### config.mk
export PLATFORM = sky130hd
export DESIGN_NAME = microcode_sequencer
export DESIGN_NICKNAME = d
export VERILOG_FILES = /design/src/rtl/microcode_pkg.sv /design/src/rtl/microcode_rom.sv /design/src/rtl/microcode_sequencer.sv
export SDC_FILE = /design/constraint.sdc
export NUM_CORES = 1
export LEC_CHECK = 0
export ABC_AREA = 1
export CORE_UTILIZATION = 50
export DETAILED_ROUTE_END_ITERATION = 10
export DONT_BUFFER_PORTS = 1
export PLACE_DENSITY = 0.76
export SLEW_MARGIN = 20
export SYNTH_ARGS = -nofsm -noshare
export SYNTH_HDL_FRONTEND = slang
export SYNTH_SLANG_ARGS = --single-unit
### constraint.sdc
create_clock -name clk -period 3.1 [get_ports clk]
set_clock_uncertainty 0.1 [all_clocks]
set_input_delay 0.93 -clock clk [delete_from_list [all_inputs] [get_ports clk]]
set_output_delay 0.93 -clock clk [all_outputs]
set_load 0.02 [all_outputs]
### src/rtl/microcode_pkg.sv
// Shared encodings for the microcode sequencer: next-address controls, operand
// source selects, memory commands, fixed ROM field widths and sequencer states.
package microcode_pkg;

    localparam int unsigned ALU_OP_W  = 5;
    localparam int unsigned BUS_SEL_W = 5;
    localparam int unsigned MEM_CTL_W = 3;
    localparam int unsigned NAC_W     = 3;
    localparam int unsigned REG_SRC_W = 2;
    localparam int unsigned IMM_SEL_W = 2;

    // Dispatch lands on {opcode, 3'b000}; each opcode owns an 8-word slot
    localparam int unsigned DISPATCH_SHIFT = 3;
    localparam int unsigned FETCH_ADDR     = 0;

    // Next-address control
    typedef enum logic [NAC_W-1:0] {
        NAC_SEQ      = 3'd0,
        NAC_FETCH    = 3'd1,
        NAC_DISPATCH = 3'd2,
        NAC_BRZ      = 3'd3,
        NAC_WAITHIT  = 3'd4,
        NAC_HALT     = 3'd5
    } nac_e;

    // Register read-select source
    typedef enum logic [REG_SRC_W-1:0] {
        REG_SRC_FIX = 2'd0,
        REG_SRC_OP1 = 2'd1,
        REG_SRC_OP2 = 2'd2
    } reg_src_e;

    // Immediate source
    typedef enum logic [IMM_SEL_W-1:0] {
        IMM_NONE    = 2'd0,
        IMM_OP2     = 2'd1,
        IMM_OP1_OP2 = 2'd2
    } imm_sel_e;

    // Memory commands
    localparam logic [MEM_CTL_W-1:0] MEM_IDLE  = 3'd0;
    localparam logic [MEM_CTL_W-1:0] MEM_FETCH = 3'd1;
    localparam logic [MEM_CTL_W-1:0] MEM_READ  = 3'd2;
    localparam logic [MEM_CTL_W-1:0] MEM_WRITE = 3'd4;

    // Sequencer states
    typedef enum logic [1:0] {
        ST_RUN    = 2'd0,
        ST_WAIT   = 2'd1,
        ST_HALTED = 2'd2
    } state_e;

    // Width-independent part of a ROM word; parametrised fields travel separately
    typedef struct packed {
        logic [ALU_OP_W-1:0]  alu_op;
        logic [BUS_SEL_W-1:0] bus_sel;
        logic [MEM_CTL_W-1:0] mem_ctl;
        nac_e                 nac;
        reg_src_e             reg_src;
        imm_sel_e             imm_sel;
        logic                 wr_dest;
    } ctl_t;

endpackage

### src/rtl/microcode_rom.sv
// Combinational microcode ROM: micro-address -> control word.
// Any address not listed decodes as a HALT word with all fields zero.
module microcode_rom
    import microcode_pkg::*;
#(
    parameter int unsigned NUM_REGS  = 16,
    parameter int unsigned REG_SEL_W = 4,
    parameter int unsigned UADDR_W   = 9
) (
    input  logic [UADDR_W-1:0]   i_addr,
    output ctl_t                 o_ctl,
    output logic [NUM_REGS-1:0]  o_wr_mask,
    output logic [REG_SEL_W-1:0] o_reg_fix,
    output logic [UADDR_W-1:0]   o_target
);

    // Microprogram table
    always_comb begin
        o_ctl     = '{alu_op: '0, bus_sel: '0, mem_ctl: MEM_IDLE, nac: NAC_HALT,
                      reg_src: REG_SRC_FIX, imm_sel: IMM_NONE, wr_dest: 1'b0};
        o_wr_mask = '0;
        o_reg_fix = '0;
        o_target  = '0;
        case (i_addr)
            // FETCH: issue instruction fetch, wait for the memory
            UADDR_W'(9'h000): begin
                o_ctl.bus_sel = 5'd1;
                o_ctl.mem_ctl = MEM_FETCH;
                o_ctl.nac     = NAC_WAITHIT;
            end
            // Latch instruction register and dispatch on opcode
            UADDR_W'(9'h001): begin
                o_ctl.bus_sel = 5'd2;
                o_wr_mask     = NUM_REGS'(1);
                o_ctl.nac     = NAC_DISPATCH;
            end
            // opcode 1: halt (non-zero fields must not reach the outputs)
            UADDR_W'(9'h008): begin
                o_ctl.alu_op  = 5'd31;
                o_ctl.bus_sel = 5'd31;
                o_ctl.mem_ctl = MEM_READ;
                o_ctl.nac     = NAC_HALT;
            end
            // opcode 2: store op1 register with short immediate
            UADDR_W'(9'h010): begin
                o_ctl.alu_op  = 5'd2;
                o_ctl.mem_ctl = MEM_WRITE;
                o_ctl.reg_src = REG_SRC_OP1;
                o_ctl.imm_sel = IMM_OP2;
                o_ctl.nac     = NAC_SEQ;
            end
            UADDR_W'(9'h011): begin
                o_ctl.alu_op  = 5'd4;
                o_reg_fix     = REG_SEL_W'(10);
                o_ctl.nac     = NAC_FETCH;
            end
            // opcode 10: ALU op writing top register and op1 destination
            UADDR_W'(9'h050): begin
                o_ctl.alu_op  = 5'd3;
                o_ctl.bus_sel = 5'd3;
                o_wr_mask     = NUM_REGS'(1) << (NUM_REGS - 1);
                o_ctl.wr_dest = 1'b1;
                o_ctl.reg_src = REG_SRC_OP2;
                o_ctl.imm_sel = IMM_OP1_OP2;
                o_ctl.nac     = NAC_SEQ;
            end
            UADDR_W'(9'h051): begin
                o_ctl.alu_op  = 5'd1;
                o_ctl.nac     = NAC_BRZ;
                o_target      = UADDR_W'(9'h1F0);
            end
            UADDR_W'(9'h052): begin
                o_ctl.bus_sel = 5'd4;
                o_ctl.nac     = NAC_FETCH;
            end
            // Zero-path handler near the top of the space
            UADDR_W'(9'h1F0): begin
                o_ctl.alu_op  = 5'd6;
                o_ctl.nac     = NAC_BRZ;
                o_target      = UADDR_W'(9'h1FF);
            end
            // Last word: sequential step wraps back to FETCH
            UADDR_W'(9'h1FF): begin
                o_ctl.mem_ctl = MEM_READ;
                o_ctl.nac     = NAC_SEQ;
            end
            default: ;
        endcase
    end

endmodule

### src/rtl/microcode_sequencer.sv
// Microprogrammed control unit: micro-PC, next-address logic and registered
// control word. Optional wait timeout built when WAIT_TIMEOUT_EN is defined.
module microcode_sequencer
    import microcode_pkg::*;
#(
    parameter int unsigned NUM_REGS  = 16,
    parameter int unsigned REG_SEL_W = 4,
    parameter int unsigned UADDR_W   = 9,
    parameter int unsigned IMM_W     = 16,
    parameter int unsigned WAIT_MAX  = 255
) (
    input  logic                          clk,
    input  logic                          reset,
    input  logic                          en,
    input  logic [UADDR_W-DISPATCH_SHIFT-1:0] opcode,
    input  logic [REG_SEL_W-1:0]          operand1,
    input  logic [REG_SEL_W-1:0]          operand2,
    input  logic                          z_flag,
    input  logic                          mem_hit,
    output logic [ALU_OP_W-1:0]           alu_op,
    output logic [BUS_SEL_W-1:0]          bus_sel,
    output logic [NUM_REGS-1:0]           wr_en,
    output logic [REG_SEL_W-1:0]          reg_sel,
    output logic [MEM_CTL_W-1:0]          mem_ctl,
    output logic [IMM_W-1:0]              immediate,
    output logic [UADDR_W-1:0]            upc,
    output logic                          finished,
    output logic                          bus_err
);

    state_e               r_state;
    logic [UADDR_W-1:0]   r_upc;
    logic [ALU_OP_W-1:0]  r_alu_op;
    logic [BUS_SEL_W-1:0] r_bus_sel;
    logic [NUM_REGS-1:0]  r_wr_en;
    logic [REG_SEL_W-1:0] r_reg_sel;
    logic [MEM_CTL_W-1:0] r_mem_ctl;
    logic [IMM_W-1:0]     r_imm;
    logic                 r_finished;

    ctl_t                 w_ctl;
    logic [NUM_REGS-1:0]  w_wr_mask;
    logic [REG_SEL_W-1:0] w_reg_fix;
    logic [UADDR_W-1:0]   w_target;
    logic [NUM_REGS-1:0]  w_wr_en;
    logic [REG_SEL_W-1:0] w_reg_sel;
    logic [IMM_W-1:0]     w_imm;
    logic [UADDR_W-1:0]   w_upc_inc;
    logic [UADDR_W-1:0]   w_dispatch;

    microcode_rom #(
        .NUM_REGS  (NUM_REGS),
        .REG_SEL_W (REG_SEL_W),
        .UADDR_W   (UADDR_W)
    ) u_rom (
        .i_addr    (r_upc),
        .o_ctl     (w_ctl),
        .o_wr_mask (w_wr_mask),
        .o_reg_fix (w_reg_fix),
        .o_target  (w_target)
    );

    assign w_upc_inc  = r_upc + UADDR_W'(1);
    assign w_dispatch = {opcode, DISPATCH_SHIFT'(0)};

    // Decode the current ROM word against the instruction operand fields
    always_comb begin
        w_wr_en   = w_wr_mask | (w_ctl.wr_dest ? (NUM_REGS'(1) << operand1) : '0);
        w_reg_sel = w_reg_fix;
        w_imm     = '0;
        case (w_ctl.reg_src)
            REG_SRC_OP1: w_reg_sel = operand1;
            REG_SRC_OP2: w_reg_sel = operand2;
            default:     w_reg_sel = w_reg_fix;
        endcase
        case (w_ctl.imm_sel)
            IMM_OP2:     w_imm = IMM_W'(operand2);
            IMM_OP1_OP2: w_imm = IMM_W'({operand1, operand2});
            default:     w_imm = '0;
        endcase
    end

`ifdef WAIT_TIMEOUT_EN
    localparam int unsigned WAIT_CNT_W = $clog2(WAIT_MAX + 1);

    logic [WAIT_CNT_W-1:0] r_wait_cnt;
    logic [WAIT_CNT_W-1:0] w_wait_cnt_inc;
    logic                  r_bus_err;

    assign w_wait_cnt_inc = r_wait_cnt + WAIT_CNT_W'(1);
    assign bus_err        = r_bus_err;
`else
    // No timeout in this build; WAIT_MAX only kept for a common parameter list
    assign bus_err = 1'b0 & (|WAIT_MAX);
`endif

    // Sequencer FSM, micro-PC and registered control word
    always_ff @(posedge clk) begin
        if (reset) begin
            r_state    <= ST_RUN;
            r_upc      <= UADDR_W'(FETCH_ADDR);
            r_alu_op   <= '0;
            r_bus_sel  <= '0;
            r_wr_en    <= '0;
            r_reg_sel  <= '0;
            r_mem_ctl  <= MEM_IDLE;
            r_imm      <= '0;
            r_finished <= 1'b0;
`ifdef WAIT_TIMEOUT_EN
            r_wait_cnt <= '0;
            r_bus_err  <= 1'b0;
`endif
        end else if (en) begin
            case (r_state)
                ST_RUN: begin
                    if (w_ctl.nac == NAC_HALT) begin
                        r_alu_op   <= '0;
                        r_bus_sel  <= '0;
                        r_wr_en    <= '0;
                        r_reg_sel  <= '0;
                        r_mem_ctl  <= MEM_IDLE;
                        r_imm      <= '0;
                        r_finished <= 1'b1;
                        r_state    <= ST_HALTED;
                    end else begin
                        r_alu_op  <= w_ctl.alu_op;
                        r_bus_sel <= w_ctl.bus_sel;
                        r_wr_en   <= w_wr_en;
                        r_reg_sel <= w_reg_sel;
                        r_mem_ctl <= w_ctl.mem_ctl;
                        r_imm     <= w_imm;
                        case (w_ctl.nac)
                            NAC_SEQ:      r_upc <= w_upc_inc;
                            NAC_FETCH:    r_upc <= UADDR_W'(FETCH_ADDR);
                            NAC_DISPATCH: r_upc <= w_dispatch;
                            NAC_BRZ:      r_upc <= z_flag ? w_target : w_upc_inc;
                            NAC_WAITHIT: begin
                                if (mem_hit) begin
                                    r_upc <= w_upc_inc;
                                end else begin
                                    r_state <= ST_WAIT;
`ifdef WAIT_TIMEOUT_EN
                                    r_wait_cnt <= '0;
`endif
                                end
                            end
                            default: ;
                        endcase
                    end
                end
                ST_WAIT: begin
                    // Outputs keep the WAITHIT word while stalled here
                    if (mem_hit) begin
                        r_upc   <= w_upc_inc;
                        r_state <= ST_RUN;
                    end
`ifdef WAIT_TIMEOUT_EN
                    else begin
                        r_wait_cnt <= w_wait_cnt_inc;
                        if (32'(w_wait_cnt_inc) == WAIT_MAX) begin
                            r_alu_op   <= '0;
                            r_bus_sel  <= '0;
                            r_wr_en    <= '0;
                            r_reg_sel  <= '0;
                            r_mem_ctl  <= MEM_IDLE;
                            r_imm      <= '0;
                            r_bus_err  <= 1'b1;
                            r_finished <= 1'b1;
                            r_state    <= ST_HALTED;
                        end
                    end
`endif
                end
                ST_HALTED: ;
                default: r_state <= ST_HALTED;
            endcase
        end
    end

    assign alu_op    = r_alu_op;
    assign bus_sel   = r_bus_sel;
    assign wr_en     = r_wr_en;
    assign reg_sel   = r_reg_sel;
    assign mem_ctl   = r_mem_ctl;
    assign immediate = r_imm;
    assign upc       = r_upc;
    assign finished  = r_finished;

endmodule

* After elaboration in Yosys (flattened, before gate mapping)
Index checks and enable logic that the tools add are counted.
** Word-level totals
- Register bits after elaboration :: 61
- Bits of input ports :: 19
- Output and inout bits :: 60
- Logic and storage cells :: 78
** Cells by class
- $add $sub $neg :: 1
- Equal/unequal tests :: 25
- Shifts and indexed selects :: 1
- Muxes and demuxes :: 28
- Bitwise gates (word level) :: 2
- Reductions and logical operators :: 12
** Operator list (number)
- 16-bit 2-to-1 mux :: 3
- 9-bit one-hot mux with 5 select lines :: 1
- 9-bit one-hot mux with 2 select lines :: 2
- 16-bit one-hot mux with 2 select lines :: 1
- 5-bit one-hot mux with 6 select lines :: 1
- 9-bit by 7-bit == test with 1-bit output, second input constant :: 3
- 9-bit 2-to-1 mux :: 3
- 5-bit one-hot mux with 5 select lines :: 1
- 9-bit by 5-bit == test with 1-bit output, second input constant :: 2
- 9-bit == test, second input constant :: 2
- 16-bit bitwise OR :: 1
- 4-bit one-hot mux with 2 select lines :: 2
- 8-bit one-hot mux with 2 select lines :: 1
- 1-bit by 4-bit left shift with 16-bit output, first input constant :: 1
- 3-bit one-hot mux with 5 select lines :: 1
- 5-bit 2-to-1 mux :: 2
- 9-bit by 1-bit adder with 9-bit output, second input constant :: 1
- 9-bit by 1-bit == test with 1-bit output, second input constant :: 1
- 9-bit by 4-bit == test with 1-bit output, second input constant :: 1
- 9-bit logical NOT :: 1
- 3-bit one-hot mux with 3 select lines :: 1
- 2-bit 2-to-1 mux :: 4
- 4-bit 2-to-1 mux :: 2
- 2-bit by 1-bit == test with 1-bit output, second input constant :: 3
- 20 further kinds :: 28

* Longest topological paths before layout
Gate-level depths: netlist (run 1).
- Depth after elaboration :: 7
- Mapped depth :: 15
- Depth with buffers taken out :: 14

* Modules after synthesis
A second synthesis (run 1) with hierarchy kept.
** Second synthesis, totals
- Cell total of the unflattened synthesis :: 566
- Area total of the unflattened synthesis :: 3626.0 µm²
** Modules (own cells, without submodules)
- microcode_sequencer :: times used 1, cells an instance 464, area each 3088.0 µm², sequential area each 1061.0 µm²
- microcode_rom :: times used 1, cells an instance 102, area each 538.0 µm², sequential area each 0.0 µm²

* Worst setup path before layout (run 1)
No wires, ideal clock.
- Path type :: reg2reg
- Start point :: register r_upc[0] (netlist: upc[0])
- End point :: register r_imm[0] (netlist: immediate[0])
- Library setup time :: 0.070 ns
- Arrival :: 2.112 ns
- Data required time :: 2.930 ns
- Setup slack :: 0.818 ns
- Stages on the path, launching flop included :: 11
- Path buffers :: 0
- Period minus slack after synthesis :: 2.282 ns
- Cells stage by stage :: dfxtp_1 inv_1 ha_1 inv_1 nor2_8 nand2_2 inv_1 ha_1 nor2_1 o2111ai_1 a21oi_1
** Between the ends
- Longest elaborated chain between the ends :: 5
- Elaborated cells on any way between the ends :: 19
- Those cells by class :: eq/ne (11); mux (4); reduce/logical (4)
** RTL lines
- from (decl) :: RTL line microcode_sequencer.sv:32 : logic [UADDR_W-1:0] r_upc;
- from (signal assigned) :: RTL line microcode_sequencer.sv:101 : r_upc <= UADDR_W'(FETCH_ADDR);
- from (signal assigned) :: RTL line microcode_sequencer.sv:133 : NAC_SEQ: r_upc <= w_upc_inc;
- from (signal assigned) :: RTL line microcode_sequencer.sv:134 : NAC_FETCH: r_upc <= UADDR_W'(FETCH_ADDR);
- 9-bit by 7-bit == test with 1-bit output, or another cell as far along :: RTL line microcode_rom.sv:24 : case (i_addr)
- 3-bit OR reduction (no line), or another cell as far along
- 3-bit one-hot mux with 5 select lines, or another cell as far along :: RTL line microcode_rom.sv:24
- 3-bit == test or 8-bit one-hot mux with 2 select lines (tied branches) :: RTL line microcode_sequencer.sv:116, microcode_sequencer.sv:76
- 16-bit 2-to-1 mux * :: RTL line microcode_sequencer.sv:116 : if (w_ctl.nac == NAC_HALT) begin
- to (signal assigned) :: RTL line microcode_sequencer.sv:131 : r_imm <= w_imm;
- to (decl) :: RTL line microcode_sequencer.sv:38 : logic [IMM_W-1:0] r_imm;
Every way passes the cells marked *; elsewhere a longest branch is shown, timed or not.
A chain may end at the register's enable or synchronous reset.

* Final worst setup path (run 1)
Same ends and word-level chain as after synthesis.

==> metrics, run 1 <==
status=finished clean; sequential fraction of design power=0.320; I/O Buffers=0; chip height=79.5 µm; Overflow after GRT=0; setup repair after global routing missed its margin=no; Max-Cap Viols=0; largest net degree at the start of global routing=51; CTS root buf=clkbuf_8; remaining antenna violation count=0; Seq/Total Area, Yosys=0.340; Hold Path Class=reg2reg; area of the multi-input gates=1690 µm²; placed cell areas=2980 µm²; Core ar.=5640 µm²; HPWL Detailed=5290 µm; critical path class=reg2reg; gate count of the mapped netlist=449; vias per cell=5.47; Syn-to-layout area delta=3.08%; Setup crit end kind=register; Peak Freq=0.389 GHz; r2r setup slk=0.53 ns; Yosys warning total=0; Worst-Margin Slew=0.617 ns; R2R cell count=10; DR vias=2,793; register area=1020 µm²; Clock Latency Late Sink=0.31 ns; Switch Pwr=1.41 mW; family with the most delay on the worst path=flip-flops; Antenna diodes=0; Synth area leader=dfxtp_1; required time worst endpoint=3.25 ns; cts repair resizes=0; post-CTS setup buffers=0; TritonCTS sink count=51; final setup fails=0; TritonRoute pass-1 iters=4; worst r2r src=upc[0]; DP Worst Slack=0.573 ns; CP Capture Point=immediate[0]; Final Max Slew Viols=0; Clk pwr share=0.172; combinational share of power=0.509; Crit. path cell count=10; Crit path largest cell delay=0.60 ns; Die W=79.5 µm; Final Cycle Share=0.828; unique cell type count in the Yosys netlist=36; type of origin of the critical path=register; Initial Util=0.533; DRC viols=0; Area contributors post-synth=dfxtp_1 (34%), nand2_1 (15%), a21oi_1 (9.8%); LEAKAGE=1.24 nW; crit path from=upc[0]; Die Area=6330 µm²; Synth top area share=0.340; internal power=1.41 mW; Mapped Area=3010 µm²; flops & latches, synth=51; Final min period=2.57 ns; Iter 0 DRT Violations=209; # hold bufs at CTS=0; Crit-path slowest cell=dfxtp_1; layout cells sized above 1=0.0820; final RePlAce weighted congestion=0.873; number of global-route vias before repair=2,549; Site Rows=27; CP max FO=8; sum of negative setup slack=0 ns; Finished Cell Area=3100 µm²; Fin. Hold Viols=0; Routed WL=7190 µm; routed length per placed instance=14.1 µm; I/O pin count=79; CP dominant cell by count=inv_1; Num CTS Buffers=5; clk buf depth=2; Power Density=909 nW/µm²; Final #Nets=463; Mean Syn Cell Area=6.70 µm²; Worst-path clk slew=0.10 ns; TritonCTS clock tree=built; GRT Total Usage=0.237; final setup margin=0.532 ns; first-pass GRT wire length=11,900 µm; crit path DAT=2.72 ns; Clock H-tree levels=2; worst rel slew slack=0.588; initial antenna violation count=0; fillcell total=548; VDD IR-drop max=0.000393 V; critical path, cell by cell=inv_1 -> ha_1 -> inv_1 -> nor2_8 -> nand2_2 -> inv_1 -> ha_1 -> nor2_1 -> o2111ai_1 -> a21oi_1; Buf/Inv on CP=3; sw frac=0.499; Worst R2R End=immediate[0]
==> synthesized netlist by cell type, drive strengths merged <==
master	instances
a211oi	4
a21boi	1
a21oi	59
a31oi	1
buf	17
clkbuf	13
clkinv	2
conb	1
dfxtp	51
ha	6
inv	37
nand2	125
nand3	35
nand3b	3
nand4	14
nor2	51
nor3	3
nor3b	1
o2111ai	6
o211ai	2
o21ai	12
o311ai	1
xnor2	1
xor2	3
==> power groups by stage <==
stage	Combinational [mW]	Sequential [mW]	Clock, mW
floorplan	1.22	0.885	0
global placement	1.40	0.913	0
detailed placement	1.42	0.916	0
CTS	1.43	0.901	0.496
global route	1.61	0.911	0.524
finish	1.43	0.901	0.484
==> registers in the layout (all words and copies together) (netlist names) <==
| name | count |
|---|---|
| mem_ctl | 3 |
| alu_op | 4 |
| upc | 9 |
| bus_sel | 4 |
| wr_en | 16 |
| r_state | 2 |
| immediate | 8 |
| reg_sel | 4 |
| finished | 1 |
==> worst min path at each step <==
| stage | from | end | slack (ns) | depth (start not counted) |
|---|---|---|---|---|
| 2_1_floorplan | r_state[1] | r_state[1] | 0.40 | 2 |
| 3_3_place_gp | r_state[1] | r_state[1] | 0.41 | 2 |
| 3_5_place_dp | r_state[1] | r_state[1] | 0.43 | 2 |
| 4_1_cts | r_state[1] | r_state[1] | 0.45 | 2 |
| 5_1_grt | immediate[5] | immediate[5] | 0.48 | 2 |
| 6_report | r_state[1] | r_state[1] | 0.45 | 2 |
==> metal layers <==
metal / vias to the layer above / share of wire / track usage
met4: 0 / 0.0082 / 0.0564
met1: 1253 / 0.45 / 0.314
met5: - / 0 / 0
met3: 6 / 0.079 / 0.0594
li1: 1440 / - / -
met2: 94 / 0.46 / 0.385
==> logic make-up after synthesis <==
| family | Yosys count | synth area share |
|---|---|---|
| simple gates | 232 | 0.357 |
| compound gates | 86 | 0.158 |
| buf+inv | 69 | 0.107 |
| flops | 51 | 0.340 |
| fa+ha+maj | 6 | 0.0250 |
| xor+xnor | 4 | 0.0117 |
| other cells | 1 | 0.00125 |
==> worst reg2reg max path, delay by kind of cell (launching register included) <==
kind / cells / cell delay (ns)
AOI/OAI and AO/OA: 2 / 0.33
adders and majority gates: 2 / 0.59
buffers and inverters: 3 / 0.38
DFF: 1 / 0.60
and+or+nand+nor: 3 / 0.51
==> area by class of cell <==
type / count / area share
Multi-Input combinational cell: 337 / 0.547
Tap cell: 72 / 0.0291
Clock buffer: 5 / 0.0222
Inverter: 39 / 0.0476
Clock inverter: 3 / 0.0153
Timing Repair Buffer: 4 / 0.00969
Sequential cell: 51 / 0.329
==> metrics by stage <==
stage	cells	hold WS, ns	total power, mW	utilization
final	511	0.453	2.82	0.549
after global placement	503	0.414	2.31	0.529
after floorplan	457	0.396	2.10	-
after detailed placement	503	0.435	2.34	0.529
after CTS	511	0.447	2.82	0.549
after global routing	511	0.485	3.05	0.549
==> cell usage in the layout (no fill, tap or decap), types with 2 or more instances in the layout <==
master,netlist,routed
buf_4,13,4
dfxtp_1,51,51
o2111ai_1,6,6
nor2_4,2,2
clkbuf_8,0,5
o211ai_1,2,2
nand2_1,119,119
nand2_2,3,3
inv_2,4,4
nand3_1,31,31
nor2_2,5,5
nor2_1,43,43
ha_1,6,6
o21ai_0,12,12
nand2_4,3,3
conb_1,1,9
nand3_2,3,3
a21oi_1,59,59
nand4_1,14,14
nand3b_1,3,3
a211oi_1,4,4
inv_1,33,33
nor3_1,3,3
xor2_1,3,3
No activity file was read; power rests on OpenSTA's default activity.
==> run 2, diff against run 1 <==
--- a/config.mk
+++ b/config.mk
@@ -9,7 +9,7 @@
 export CORE_UTILIZATION = 50
 export DETAILED_ROUTE_END_ITERATION = 10
 export DONT_BUFFER_PORTS = 1
-export PLACE_DENSITY = 0.76
+export PLACE_DENSITY = 0.79
 export SLEW_MARGIN = 20
 export SYNTH_ARGS = -nofsm -noshare
 export SYNTH_HDL_FRONTEND = slang
==> constraint.sdc (replaced) <==
create_clock -name clk -period 2.3 [get_ports clk]
set_clock_uncertainty 0.1 [all_clocks]
set_input_delay 0.69 -clock clk [delete_from_list [all_inputs] [get_ports clk]]
set_output_delay 0.69 -clock clk [all_outputs]
set_load 0.02 [all_outputs]
==> run 2 against run 1 <==
Combinational power is 54% higher. Design area is 3.2% higher. Flip-flop and latch count stayed put. Non-clock buffer count is 13 higher. Clock-buffer cell count is 1 higher. Critical path type unchanged. Highest routed layer unchanged.
==> metrics, run 2 (synthesized netlist as in run 1, its figures left out) <==
status=finished clean; placed cell areas=3080 µm²; required time worst endpoint=2.39 ns; type of origin of the critical path=register; remaining antenna violation count=0; Crit-path slowest cell=dfxtp_1; Peak Freq=0.461 GHz; # hold bufs at CTS=0; number of global-route vias before repair=2,598; critical path, cell by cell=inv_1 -> ha_1 -> inv_1 -> nor2_8 -> nand2_2 -> inv_1 -> ha_2 -> a21boi_1 -> a21oi_1 -> nand2_1 -> a21oi_1; I/O Buffers=0; GRT Total Usage=0.240; DR vias=2,955; Die Area=6330 µm²; placed cells=516; I/O pin count=79; DP Worst Slack=0.00551 ns; Final #Nets=476; Clock Latency Late Sink=0.31 ns; Routed WL=7440 µm; routed length per placed instance=14.2 µm; Max-Cap Viols=0; Initial Util=0.533; CP max FO=7; VDD IR-drop max=0.000556 V; sum of negative setup slack=0 ns; Final Cycle Share=0.942; Final min period=2.17 ns; LEAKAGE=1.30 nW; crit path DAT=2.25 ns; family with the most delay on the worst path=adder cells; worst rel slew slack=0.607; Worst-path clk slew=0.09 ns; Fin. Hold Viols=0; Clock H-tree levels=2; CP dominant cell by count=inv_1; final std cells w/o fill=524; TritonCTS clock tree=built; HPWL Detailed=5380 µm; Final Max Slew Viols=0; chip height=79.5 µm; Buf/Inv on CP=3; Hold Path Class=in2reg; first-pass GRT wire length=12,000 µm; Core ar.=5640 µm²; Antenna diodes=0; Finished Cell Area=3200 µm²; commonest cells after routing, fill and taps aside=nand2_1 (119), a21oi_1 (59), dfxtp_1 (50); final RePlAce weighted congestion=0.901; DRC viols=0; vias per cell=5.64; Crit path largest cell delay=0.40 ns; most common cell after layout, fill and taps aside=nand2_1; layout cells sized above 1=0.117; Power Density=1220 nW/µm²; Die W=79.5 µm; Largest register FFs=16; Site Rows=27; fillcell total=529; final setup fails=0; Worst-Margin Slew=0.589 ns; worst r2r src=upc[0]; final setup margin=0.133 ns; hold path startpoint=reset; Num CTS Buffers=5; initial antenna violation count=0; Iter 0 DRT Violations=260; Syn-to-layout area delta=6.41%; TritonRoute pass-1 iters=5; Setup crit end kind=register; critical path class=reg2reg; Overflow after GRT=0; largest net degree at the start of global routing=51; TritonCTS sink count=51; crit path from=upc[0]; CTS root buf=clkbuf_8; clk buf depth=2
run 2: changes by cell type in the layout (fill, tap and decap cells not counted), sizes merged:
cell / before / now
buf: 4 / 17
bufinv: 1 / 0
clkbuf: 5 / 6
run 2: worst reg2reg max path: stages (launching register included):
cell,delay [ns]
dfxtp_1,0.40
inv_1,0.11
ha_1,0.22
inv_1,0.14
nor2_8,0.08
nand2_2,0.12
inv_1,0.08
ha_2,0.38
a21boi_1,0.23
a21oi_1,0.06
nand2_1,0.07
a21oi_1,0.06
run 2: what timing repair did:
action,4_1_cts,5_1_grt
endpoints found under the setup margin,3,17
gates resized for setup,1,6
setup buffers,0,0
hold endpoints to repair,0,0
run 2: final cells by class:
type                       count  area (µm²)  share of cell area
clock buffer                   6        82.6              0.0258
clock inverter                 2        13.8             0.00430
inverter                      39         148              0.0461
multi-input combinational    337        1720               0.536
sequential                    51        1020               0.320
tap                           72        90.1              0.0282
timing repair buffer          17         128              0.0399
run 2: stage by stage:
stage	hold slack (ns)	power, mW	utilization
2_1_floorplan	0.396	2.84	-
3_3_place_gp	0.409	3.24	0.546
3_5_place_dp	0.413	3.27	0.546
4_1_cts	0.334	3.82	0.564
5_1_grt	0.323	4.20	0.567
6_report	0.332	3.90	0.567
run 2: path summary, 6_finish.rpt:
| kind | cells after the start | to | slack, ns |
|---|---|---|---|
| min reg2reg | 2 | upc[5] | 0.43 |
| max reg2reg | 11 | reg_sel[1] | 0.13 |
| max | 11 | reg_sel[1] | 0.13 |
| min | 1 | upc[1] | 0.33 |
run 2: layer usage:
layer / part of all wire / GRT usage
met5: 0 / 0
met4: 0.019 / 0.0873
met3: 0.083 / 0.0674
met2: 0.45 / 0.378
met1: 0.45 / 0.312
run 2: power breakdown:
group / internal, mW / total [mW] / switching (mW)
clock network: 0.247 / 0.555 / 0.308
registers: 0.989 / 1.14 / 0.156
logic: 0.715 / 2.20 / 1.49
==> run 3, diff against run 2 <==
--- a/config.mk
+++ b/config.mk
@@ -10,6 +10,7 @@
 export DETAILED_ROUTE_END_ITERATION = 10
 export DONT_BUFFER_PORTS = 1
 export PLACE_DENSITY = 0.79
+export SETUP_SLACK_MARGIN = 0.3
 export SLEW_MARGIN = 20
 export SYNTH_ARGS = -nofsm -noshare
 export SYNTH_HDL_FRONTEND = slang
==> run 3 against run 2 <==
Clock-buffer cell count is 1 lower. Clock power rose by 13%. Routed wire length rose by 18%. Design area grew 14%. Setup slack better by 0.12 ns. Core utilization increased by 7.9 points. Non-clock buffer count grew 24.
==> metrics, run 3 (synthesized netlist as in run 1, its figures left out) <==
most common cell after layout, fill and taps aside=nand2_1; Final Max Slew Viols=0; CP Capture Point=upc[2]; Hold Crit Depth=1; worst rel slew slack=0.389; Fin. Hold Viols=0; R2R cell count=11; Core ar.=5640 µm²; final setup fails=0; Hold Path Class=in2reg; setup repair after global routing missed its margin=yes; GRT Total Usage=0.268; sum of negative setup slack=0 ns; Worst R2R End=upc[2]; Final Cycle Share=0.889; worst r2r src=upc[5]; crit path DAT=2.19 ns; TritonCTS clock tree=built; chip height=79.5 µm; I/O Buffers=0; critical path class=reg2reg; Clock Latency Late Sink=0.31 ns; crit path from=upc[5]; TritonRoute pass-1 iters=6; number of global-route vias before repair=2,841; Die W=79.5 µm; Clock H-tree levels=2; Worst-path clk slew=0.10 ns; remaining antenna violation count=0; Initial Util=0.533; Largest register FFs=16; VDD IR-drop max=0.000753 V; initial antenna violation count=0; largest net degree at the start of global routing=51; critical path, cell by cell=inv_1 -> nand2_1 -> nor2_4 -> nand2_1 -> inv_2 -> nand2_4 -> nand3_4 -> nand2_8 -> nor2_4 -> nand2_1 -> a21oi_1; CP dominant cell by count=nand2_1; Die Area=6330 µm²; r2r setup slk=0.25 ns; HPWL Detailed=5710 µm; Syn-to-layout area delta=21.3%; commonest cells after routing, fill and taps aside=nand2_1 (111), a21oi_1 (55), dfxtp_1 (46); status=finished clean; Routed WL=8770 µm; CP max FO=8; I/O pin count=79; Final min period=2.05 ns; # hold bufs at CTS=0; first-pass GRT wire length=13,400 µm; DR vias=3,185; layout cells sized above 1=0.249; TritonCTS sink count=51; required time worst endpoint=2.45 ns; Max-Cap Viols=0; LEAKAGE=1.45 nW; Site Rows=27; final RePlAce weighted congestion=0.922; clk buf depth=2; worst hold slack=0.327 ns; Crit path largest cell delay=0.36 ns; Core Util, Final=0.646; routed length per placed instance=16.0 µm; vias per cell=5.80; type of origin of the critical path=register; Peak Freq=0.489 GHz; DRC viols=0; Final #Nets=502; Antenna diodes=0; Worst-Margin Slew=0.913 ns; Overflow after GRT=0; CTS root buf=clkbuf_8; Num CTS Buffers=5; Power Density=1330 nW/µm²; Crit-path slowest cell=dfxtp_2; Iter 0 DRT Violations=220; Setup crit end kind=register; fillcell total=467
[run 3: layer usage]
metal	GRT usage	up-vias	part of all wire
li1	-	1524	-
met1	0.354	1459	0.42
met2	0.416	177	0.46
met3	0.0686	25	0.093
met4	0.0982	0	0.026
met5	0	-	0
[run 3: worst min-delay path by stage]
stage          slack (ns)        from    endpoint
2_1_floorplan        0.40  r_state[1]  r_state[1]
3_3_place_gp         0.41  r_state[1]  r_state[1]
3_5_place_dp         0.42  r_state[1]  r_state[1]
4_1_cts              0.33       reset      upc[0]
5_1_grt              0.32       reset      upc[7]
6_report             0.33       reset      upc[7]
[run 3: through the flow]
| stage | power, mW | instances | instance area, µm² | worst slack, ns |
|---|---|---|---|---|
| after floorplan | 2.84 | 457 | 3050 | 0.301 |
| after global placement | 3.24 | 517 | 3100 | 0.142 |
| after detailed placement | 3.25 | 517 | 3100 | 0.0971 |
| after CTS | 4.35 | 536 | 3410 | 0.318 |
| after global routing | 5.13 | 549 | 3650 | 0.150 |
| final | 4.86 | 549 | 3650 | 0.255 |
[run 3: cell type report]
type                    count  area [µm²]  area share
flip-flops and latches     51        1030       0.283
clock inverters             2        36.3     0.00995
multi-input cells         339        1950       0.534
well taps                  72        90.1      0.0247
repair buffers             41         315      0.0864
inverters                  39         158      0.0432
clock buffers               5        68.8      0.0189
[run 3: report_power, final]
part           internal (mW)  switching (mW)  total (mW)  leakage (nW)
registers              0.997           0.167        1.16         0.415
logic                   1.13            1.94        3.07         0.983
clock network          0.319           0.308       0.628        0.0545
[run 3: critical path, delay by kind of cell (launching register included)]
family | cells | cell delay, ns
compound gates | 1 | 0.14
flops | 1 | 0.36
simple gates | 8 | 1.10
buf+inv | 2 | 0.29
[run 3: timing repair]
| action | 4_1_cts | 5_1_grt |
|---|---|---|
| cloned | 2 | 0 |
| setup buffers | 10 | 13 |
| endpoints found under the setup margin | 26 | 27 |
| pin swaps | 12 | 22 |
| resized for setup | 28 | 40 |
